[src/rtl/usb_pkg.sv]
// Shared constants and types for the full-speed USB transmit PHY.
package usb_pkg;

  // SYNC pattern, sent LSB-first: KJKJKJKK on the line.
  localparam logic [7:0] USB_SYNC_BYTE = 8'h80;

  // Consecutive '1' data bits after which a '0' is stuffed.
  localparam int unsigned STUFF_LIMIT = 6;

  // Line state as {dp, dm}.
  typedef logic [1:0] line_t;
  localparam line_t LS_J   = 2'b10;
  localparam line_t LS_K   = 2'b01;
  localparam line_t LS_SE0 = 2'b00;

  typedef enum logic [2:0] {
    StIdle,
    StSync,
    StData,
    StAbort,
    StEopSe0,
    StEopJ
  } tx_state_e;

endpackage

[src/rtl/usb_nrzi_stuff.sv]
// Bit-level encoder: NRZI level register plus the bit-stuffing ones counter.
module usb_nrzi_stuff
  import usb_pkg::*;
(
  input  logic clk,
  input  logic rst_n,
  input  logic clear,     // restart from J with an empty ones counter
  input  logic bit_stb,   // one bit is being put on the line this clk
  input  logic bit_in,
  input  logic stuff_en,
  output logic stuff_req, // the next bit must be a stuffed '0'
  output logic level      // 1 = J, 0 = K
);

  logic       level_q, level_d;
  logic [2:0] ones_q, ones_d;

  // Next NRZI level and ones count; clear applies before the new bit.
  always_comb begin
    level_d = level_q;
    ones_d  = ones_q;
    if (clear) begin
      level_d = 1'b1;
      ones_d  = '0;
    end
    if (bit_stb) begin
      if (!bit_in) begin
        level_d = ~level_d;
      end
      ones_d = (bit_in && stuff_en) ? ones_d + 3'd1 : 3'd0;
    end
  end

  // Encoder state register.
  always_ff @(posedge clk or negedge rst_n) begin
    if (!rst_n) begin
      level_q <= 1'b1;
      ones_q  <= '0;
    end else begin
      level_q <= level_d;
      ones_q  <= ones_d;
    end
  end

  assign stuff_req = (ones_q == 3'(STUFF_LIMIT));
  assign level     = level_q;

endmodule

[src/rtl/usb_phy_tx.sv]
// Full-speed USB transmit serializer: SYNC, LSB-first payload, bit stuffing,
// NRZI and SE0-SE0-J EOP, with abort by stuff violation on cancel/underrun.
module usb_phy_tx
  import usb_pkg::*;
#(
  parameter int unsigned CLK_DIV   = 4,
  parameter int unsigned ABORT_LEN = 8
) (
  input  logic       clk,
  input  logic       rst_n,
  input  logic       tx_lp_sop,
  input  logic       tx_lp_eop,
  input  logic       tx_lp_valid,
  output logic       tx_lp_ready,
  input  logic [7:0] tx_lp_data,
  input  logic       tx_lp_cancle,
  output logic       dp_o,
  output logic       dm_o,
  output logic       tx_oe,
  output logic       tx_busy
);

  localparam int unsigned CntW = $clog2(CLK_DIV);
  localparam int unsigned AbW  = $clog2(ABORT_LEN + 1);
  localparam logic [CntW-1:0] CntMax   = CntW'(CLK_DIV - 1);
  localparam logic [AbW-1:0]  AbortMax = AbW'(ABORT_LEN);

  tx_state_e       state_q, state_d;
  logic [CntW-1:0] cnt_q, cnt_d;
  logic [7:0]      sreg_q, sreg_d;
  logic [2:0]      bits_left_q, bits_left_d;
  logic            last_q, last_d;       // byte in sreg is the eop byte
  logic [7:0]      buf_q, buf_d;
  logic            buf_eop_q, buf_eop_d;
  logic            buf_full_q, buf_full_d;
  logic            cancel_q, cancel_d;
  logic [AbW-1:0]  abort_cnt_q, abort_cnt_d;
  logic            se0_cnt_q, se0_cnt_d;
  logic            busy_q, busy_d;

  logic  tick, accept;
  logic  enc_clear, enc_stb, enc_bit, enc_stuff_en;
  logic  stuff_req, level;
  line_t line;

  assign tick   = (state_q != StIdle) && (cnt_q == CntMax);
  // Once the eop byte is in the shift register nothing more may enter the buffer,
  // so the next packet's sop byte waits for IDLE.
  assign tx_lp_ready = !buf_full_q && !last_q &&
                       (state_q inside {StIdle, StSync, StData});
  assign accept = tx_lp_valid && tx_lp_ready;

  usb_nrzi_stuff u_enc (
    .clk       (clk),
    .rst_n     (rst_n),
    .clear     (enc_clear),
    .bit_stb   (enc_stb),
    .bit_in    (enc_bit),
    .stuff_en  (enc_stuff_en),
    .stuff_req (stuff_req),
    .level     (level)
  );

  // Next-state, buffer handling and choice of the next line bit at each bit boundary.
  always_comb begin
    state_d      = state_q;
    cnt_d        = cnt_q;
    sreg_d       = sreg_q;
    bits_left_d  = bits_left_q;
    last_d       = last_q;
    buf_d        = buf_q;
    buf_eop_d    = buf_eop_q;
    buf_full_d   = buf_full_q;
    cancel_d     = cancel_q;
    abort_cnt_d  = abort_cnt_q;
    se0_cnt_d    = se0_cnt_q;
    enc_clear    = 1'b0;
    enc_stb      = 1'b0;
    enc_bit      = 1'b0;
    enc_stuff_en = 1'b1;

    if (state_q == StIdle || tick) begin
      cnt_d = '0;
    end else begin
      cnt_d = cnt_q + 1'b1;
    end

    // Non-sop bytes offered in IDLE are swallowed without line activity.
    if (accept && (state_q != StIdle || tx_lp_sop)) begin
      buf_d      = tx_lp_data;
      buf_eop_d  = tx_lp_eop;
      buf_full_d = 1'b1;
    end

    if (tx_lp_cancle && (state_q inside {StSync, StData})) begin
      cancel_d = 1'b1;
    end

    case (state_q)
      StIdle: begin
        cancel_d = 1'b0;
        if (accept && tx_lp_sop) begin
          state_d     = StSync;
          sreg_d      = USB_SYNC_BYTE >> 1;
          bits_left_d = 3'd7;
          last_d      = 1'b0;
          enc_clear   = 1'b1;
          enc_stb     = 1'b1;
          enc_bit     = USB_SYNC_BYTE[0];
        end
      end
      StSync, StData: begin
        if (tick) begin
          if (cancel_q) begin
            state_d      = StAbort;
            enc_stb      = 1'b1;
            enc_bit      = 1'b1;
            enc_stuff_en = 1'b0;
            abort_cnt_d  = AbW'(1);
            buf_full_d   = 1'b0;
            cancel_d     = 1'b0;
            last_d       = 1'b0;
          end else if (stuff_req) begin
            // Stuff bit takes priority, also after the final data bit.
            enc_stb = 1'b1;
            enc_bit = 1'b0;
          end else if (bits_left_q != 3'd0) begin
            enc_stb     = 1'b1;
            enc_bit     = sreg_q[0];
            sreg_d      = {1'b0, sreg_q[7:1]};
            bits_left_d = bits_left_q - 3'd1;
          end else if (last_q) begin
            state_d    = StEopSe0;
            se0_cnt_d  = 1'b0;
            last_d     = 1'b0;
            buf_full_d = 1'b0;
          end else if (buf_full_q) begin
            state_d     = StData;
            enc_stb     = 1'b1;
            enc_bit     = buf_q[0];
            sreg_d      = {1'b0, buf_q[7:1]};
            bits_left_d = 3'd7;
            last_d      = buf_eop_q;
            buf_full_d  = 1'b0;
          end else begin
            // Underrun: no byte ready at the boundary and no eop seen.
            state_d      = StAbort;
            enc_stb      = 1'b1;
            enc_bit      = 1'b1;
            enc_stuff_en = 1'b0;
            abort_cnt_d  = AbW'(1);
            buf_full_d   = 1'b0;
          end
        end
      end
      StAbort: begin
        if (tick) begin
          if (abort_cnt_q < AbortMax) begin
            enc_stb      = 1'b1;
            enc_bit      = 1'b1;
            enc_stuff_en = 1'b0;
            abort_cnt_d  = abort_cnt_q + AbW'(1);
          end else begin
            state_d   = StEopSe0;
            se0_cnt_d = 1'b0;
          end
        end
      end
      StEopSe0: begin
        if (tick) begin
          if (!se0_cnt_q) begin
            se0_cnt_d = 1'b1;
          end else begin
            state_d   = StEopJ;
            enc_clear = 1'b1;
          end
        end
      end
      StEopJ: begin
        if (tick) begin
          state_d = StIdle;
        end
      end
      default: state_d = StIdle;
    endcase

    busy_d = (state_d != StIdle);
  end

  // State and datapath registers.
  always_ff @(posedge clk or negedge rst_n) begin
    if (!rst_n) begin
      state_q     <= StIdle;
      cnt_q       <= '0;
      sreg_q      <= '0;
      bits_left_q <= '0;
      last_q      <= 1'b0;
      buf_q       <= '0;
      buf_eop_q   <= 1'b0;
      buf_full_q  <= 1'b0;
      cancel_q    <= 1'b0;
      abort_cnt_q <= '0;
      se0_cnt_q   <= 1'b0;
      busy_q      <= 1'b0;
    end else begin
      state_q     <= state_d;
      cnt_q       <= cnt_d;
      sreg_q      <= sreg_d;
      bits_left_q <= bits_left_d;
      last_q      <= last_d;
      buf_q       <= buf_d;
      buf_eop_q   <= buf_eop_d;
      buf_full_q  <= buf_full_d;
      cancel_q    <= cancel_d;
      abort_cnt_q <= abort_cnt_d;
      se0_cnt_q   <= se0_cnt_d;
      busy_q      <= busy_d;
    end
  end

  // Line drive: SE0 during the EOP SE0 phase, otherwise the NRZI level.
  always_comb begin
    line = level ? LS_J : LS_K;
    if (state_q == StEopSe0) begin
      line = LS_SE0;
    end
  end

  assign dp_o    = line[1];
  assign dm_o    = line[0];
  assign tx_oe   = busy_q;
  assign tx_busy = busy_q;

endmodule

[config.mk]
export PLATFORM = sky130hd
export DESIGN_NAME = usb_phy_tx
export DESIGN_NICKNAME = d
export VERILOG_FILES = /design/src/rtl/usb_pkg.sv /design/src/rtl/usb_nrzi_stuff.sv /design/src/rtl/usb_phy_tx.sv
export SDC_FILE = /design/constraint.sdc
export NUM_CORES = 1
export LEC_CHECK = 0
export BUFFER_PORTS_ARGS = -buffer_cell sky130_fd_sc_hd__buf_2
export CAP_MARGIN = 5
export CORE_ASPECT_RATIO = 0.8
export CORE_UTILIZATION = 55
export CTS_BUF_LIST = sky130_fd_sc_hd__clkbuf_8
export DETAILED_ROUTE_END_ITERATION = 8
export PLACE_DENSITY = 0.74
export REMOVE_ABC_BUFFERS = 1
export SYNTH_ARGS = -nofsm -noshare
export SYNTH_HDL_FRONTEND = slang
export SYNTH_SLANG_ARGS = --single-unit
export TNS_END_PERCENT = 30
[constraint.sdc]
create_clock -name clk -period 1.6 [get_ports clk]
set_input_delay 0.08 -clock clk [delete_from_list [all_inputs] [get_ports clk]]
set_output_delay 0.08 -clock clk [all_outputs]
set_load 0.01 [all_outputs]
==> out/results.tsv <==
metric	value	unit
syn-instance-count	199	
grt_usage	0.295	
vias	1937	
p_leak	0.00126	uW
synth_seq_cells	37	
endpoint_kind	flip-flop	
antenna_found_initial	0	
hp-class	in -> reg	
drtIter0Drc	178	
layout_common_cells	buf_4, dfrtp_1, nand2_1, buf_2	
grt_pass1_vias	1851	
routed_wl	5880	um
gp_congestion	0.831	
r2r_slack	-0.21	ns
drc	4	
worst_slew_pin_slew	0.472	ns
drive_gt1_frac	0.511	
fmax	0.553	GHz
clk_pin_slew_worst_paths	0.07	ns
yosysSeqAreaShare	0.446	
die_w	70.7	um
synth_area	2080	sq um
relSlewSlack	0.686	
stdcell_area	2880	sq um
die-area	4030	sq um
num_rows	19	
grt_max_degree	38	
critical_path.max_fanout	4	
clock-sinks	37	
fin_skew	0.00838	ns
finalCritPeriodShare	1.13	
syn_area_per_cell	10.4	sq um
post_drt_via_cell_ratio	6.37	
max-vdd-ir-drop	0.00112	V
fp.coreArea	3520	sq um
n_antenna_cell	0	
ioPinCount	19	
synth_edf_count	0	
rr_endpoint	u_enc.ones_q[1]	
start_kind	flip-flop	
status	finished with violations	
synthFlopType	dfrtp_1	
port_buffers	18	
die-height	57.0	um
hold_depth	2	
period_needed	1.81	ns
ant_nets	0	
dr.pass1.iters	6	
maxCapViolCount	0	
start_util	0.591	
placed_area	2430	sq um
htree_num_levels	2	
whs_endpoint	buf_q[1]	
finalHoldViolCount	0	
drv_slew	0	
crit_type	reg -> reg	
hpwl	3700	um
clock_latency	0.29	ns
violations	design-rule violations, negative setup slack	
power.density	1680	nW/um^2
fin_ws	-0.207	ns
rsz0062_at_grt	yes	
cts_buffers	5	
r2r_cells	7	
fillCellCount	203	
fin_util	0.819	
setup_viol_count_final	27	
clk_path_buf_depth	2	
cp.required	1.77	ns
yosysUniqueCellTypes	59	
cts-root-buf	clkbuf_8	
arrival	1.98	ns
crit_path_start	cnt_q[0]	
cts_tree	built	
synthArstFlopShare	1.00	
layout_commonest_cell	buf_4	
post_drt_wl_per_cell	19.3	um
fin_nets	281	
grt_pass1_wl	8940	um
synth_warnings	0	
min_from	tx_lp_data[1]	
r2r-start	cnt_q[0]	
grt-ovfl-total	0	
area_growth_syn_to_layout	38.5	%
==> synthesized netlist by cell type, types with 2 or more instances <==
cell type / count / area [sq um]
a211o_1: 2 / 17.5
a211oi_1: 2 / 15.0
a21oi_1: 10 / 50.1
a21oi_2: 2 / 17.5
and2_1: 5 / 31.3
and3_1: 5 / 31.3
buf_4: 3 / 22.5
buf_6: 4 / 45.0
clkbuf_1: 3 / 11.3
dfrtp_1: 36 / 901
ha_1: 5 / 62.6
inv_1: 8 / 30.0
mux2_4: 9 / 135
mux2i_1: 5 / 50.1
nand2_1: 22 / 82.6
nand2b_1: 4 / 25.0
nand3_1: 5 / 25.0
nor2_1: 9 / 33.8
nor2b_1: 2 / 12.5
nor3_1: 5 / 25.0
nor4_1: 2 / 12.5
o2111ai_1: 2 / 17.5
o21a_1: 2 / 15.0
o21ai_0: 5 / 25.0
o221ai_1: 2 / 17.5
o31ai_1: 7 / 52.6
==> per-layer routing <==
| layer | part of all wire | up-vias | track usage |
|---|---|---|---|
| li1 | - | 854 | - |
| met4 | 0.042 | 0 | 0.114 |
| met5 | 0 | - | 0 |
| met2 | 0.49 | 91 | 0.470 |
| met3 | 0.058 | 27 | 0.0689 |
| met1 | 0.41 | 965 | 0.397 |
==> repair_timing <==
item,4_1_cts,5_1_grt
endpoints found under the setup margin,32,32
cloned,1,1
pin swaps,16,19
hold endpoints to repair,36,0
resized for setup,41,25
setup buffers,7,1
hold buffers,1,0
==> cells by family after synthesis <==
family | share of synthesized area
multiplexers | 0.0945
flip-flops | 0.446
XOR/XNOR | 0.0120
AO/OA/AOI/OAI | 0.165
AND/OR/NAND/NOR | 0.196
buffers and inverters | 0.0523
adder cells (fa/ha/maj) | 0.0349
==> where the power goes <==
part | total, uW | leakage (uW) | internal [uW] | switching [uW]
logic | 2610 | 0.000776 | 1280 | 1320
registers | 1600 | 0.000434 | 1290 | 305
clock network | 646 | 0.0000485 | 335 | 311
==> worst max-delay path, stage by stage (launching register included) <==
cell and delay (ns):
dfrtp_1 0.41, ha_4 0.19, and3_4 0.14, a41o_1 0.25, nand2_2 0.14, and2_4 0.18, ha_4 0.19, a22o_1 0.19
==> through the flow <==
step,setup WS (ns),hold WS [ns],setup TNS [ns],power [uW],cells
2_1_floorplan,-0.398,-0.216,-7.23,2810,189
3_3_place_gp,-0.207,0.146,-2.17,3550,286
3_5_place_dp,-0.363,0.155,-4.30,3650,286
4_1_cts,-0.181,0.0200,-1.09,4600,302
5_1_grt,-0.294,0.0250,-3.45,5120,304
6_report,-0.207,0.0197,-1.93,4850,304
==> flip-flops by register name, indices dropped and copies added (netlist names) <==
| signal | cells |
|---|---|
| abort_cnt_q | 4 |
| bits_left_q | 3 |
| buf_eop_q | 1 |
| buf_full_q | 1 |
| buf_q | 8 |
| cancel_q | 1 |
| cnt_q | 2 |
| last_q | 1 |
| se0_cnt_q | 1 |
| sreg_q | 7 |
| state_q | 3 |
| tx_busy | 1 |
| u_enc.level | 1 |
| u_enc.ones_q | 3 |
==> cell type report <==
class	instances	area, sq um	share of cell area
Multi-Input combinational cell	146	1300	0.451
Sequential cell	37	931	0.323
Timing Repair Buffer	64	480	0.167
Clock buffer	6	82.6	0.0287
Tap cell	42	52.6	0.0182
Inverter	8	30.0	0.0104
Clock inverter	1	3.75	0.00130
==> worst max path at each step <==
stage                      end  depth (start not counted)
4_1_cts        u_enc.ones_q[2]                          8
5_1_grt        u_enc.ones_q[2]                          8
3_3_place_gp           tx_busy                          8
3_5_place_dp   u_enc.ones_q[2]                          8
2_1_floorplan        sreg_q[6]                          7
6_report       u_enc.ones_q[1]                          7
(Power assumes the default switching activity.)
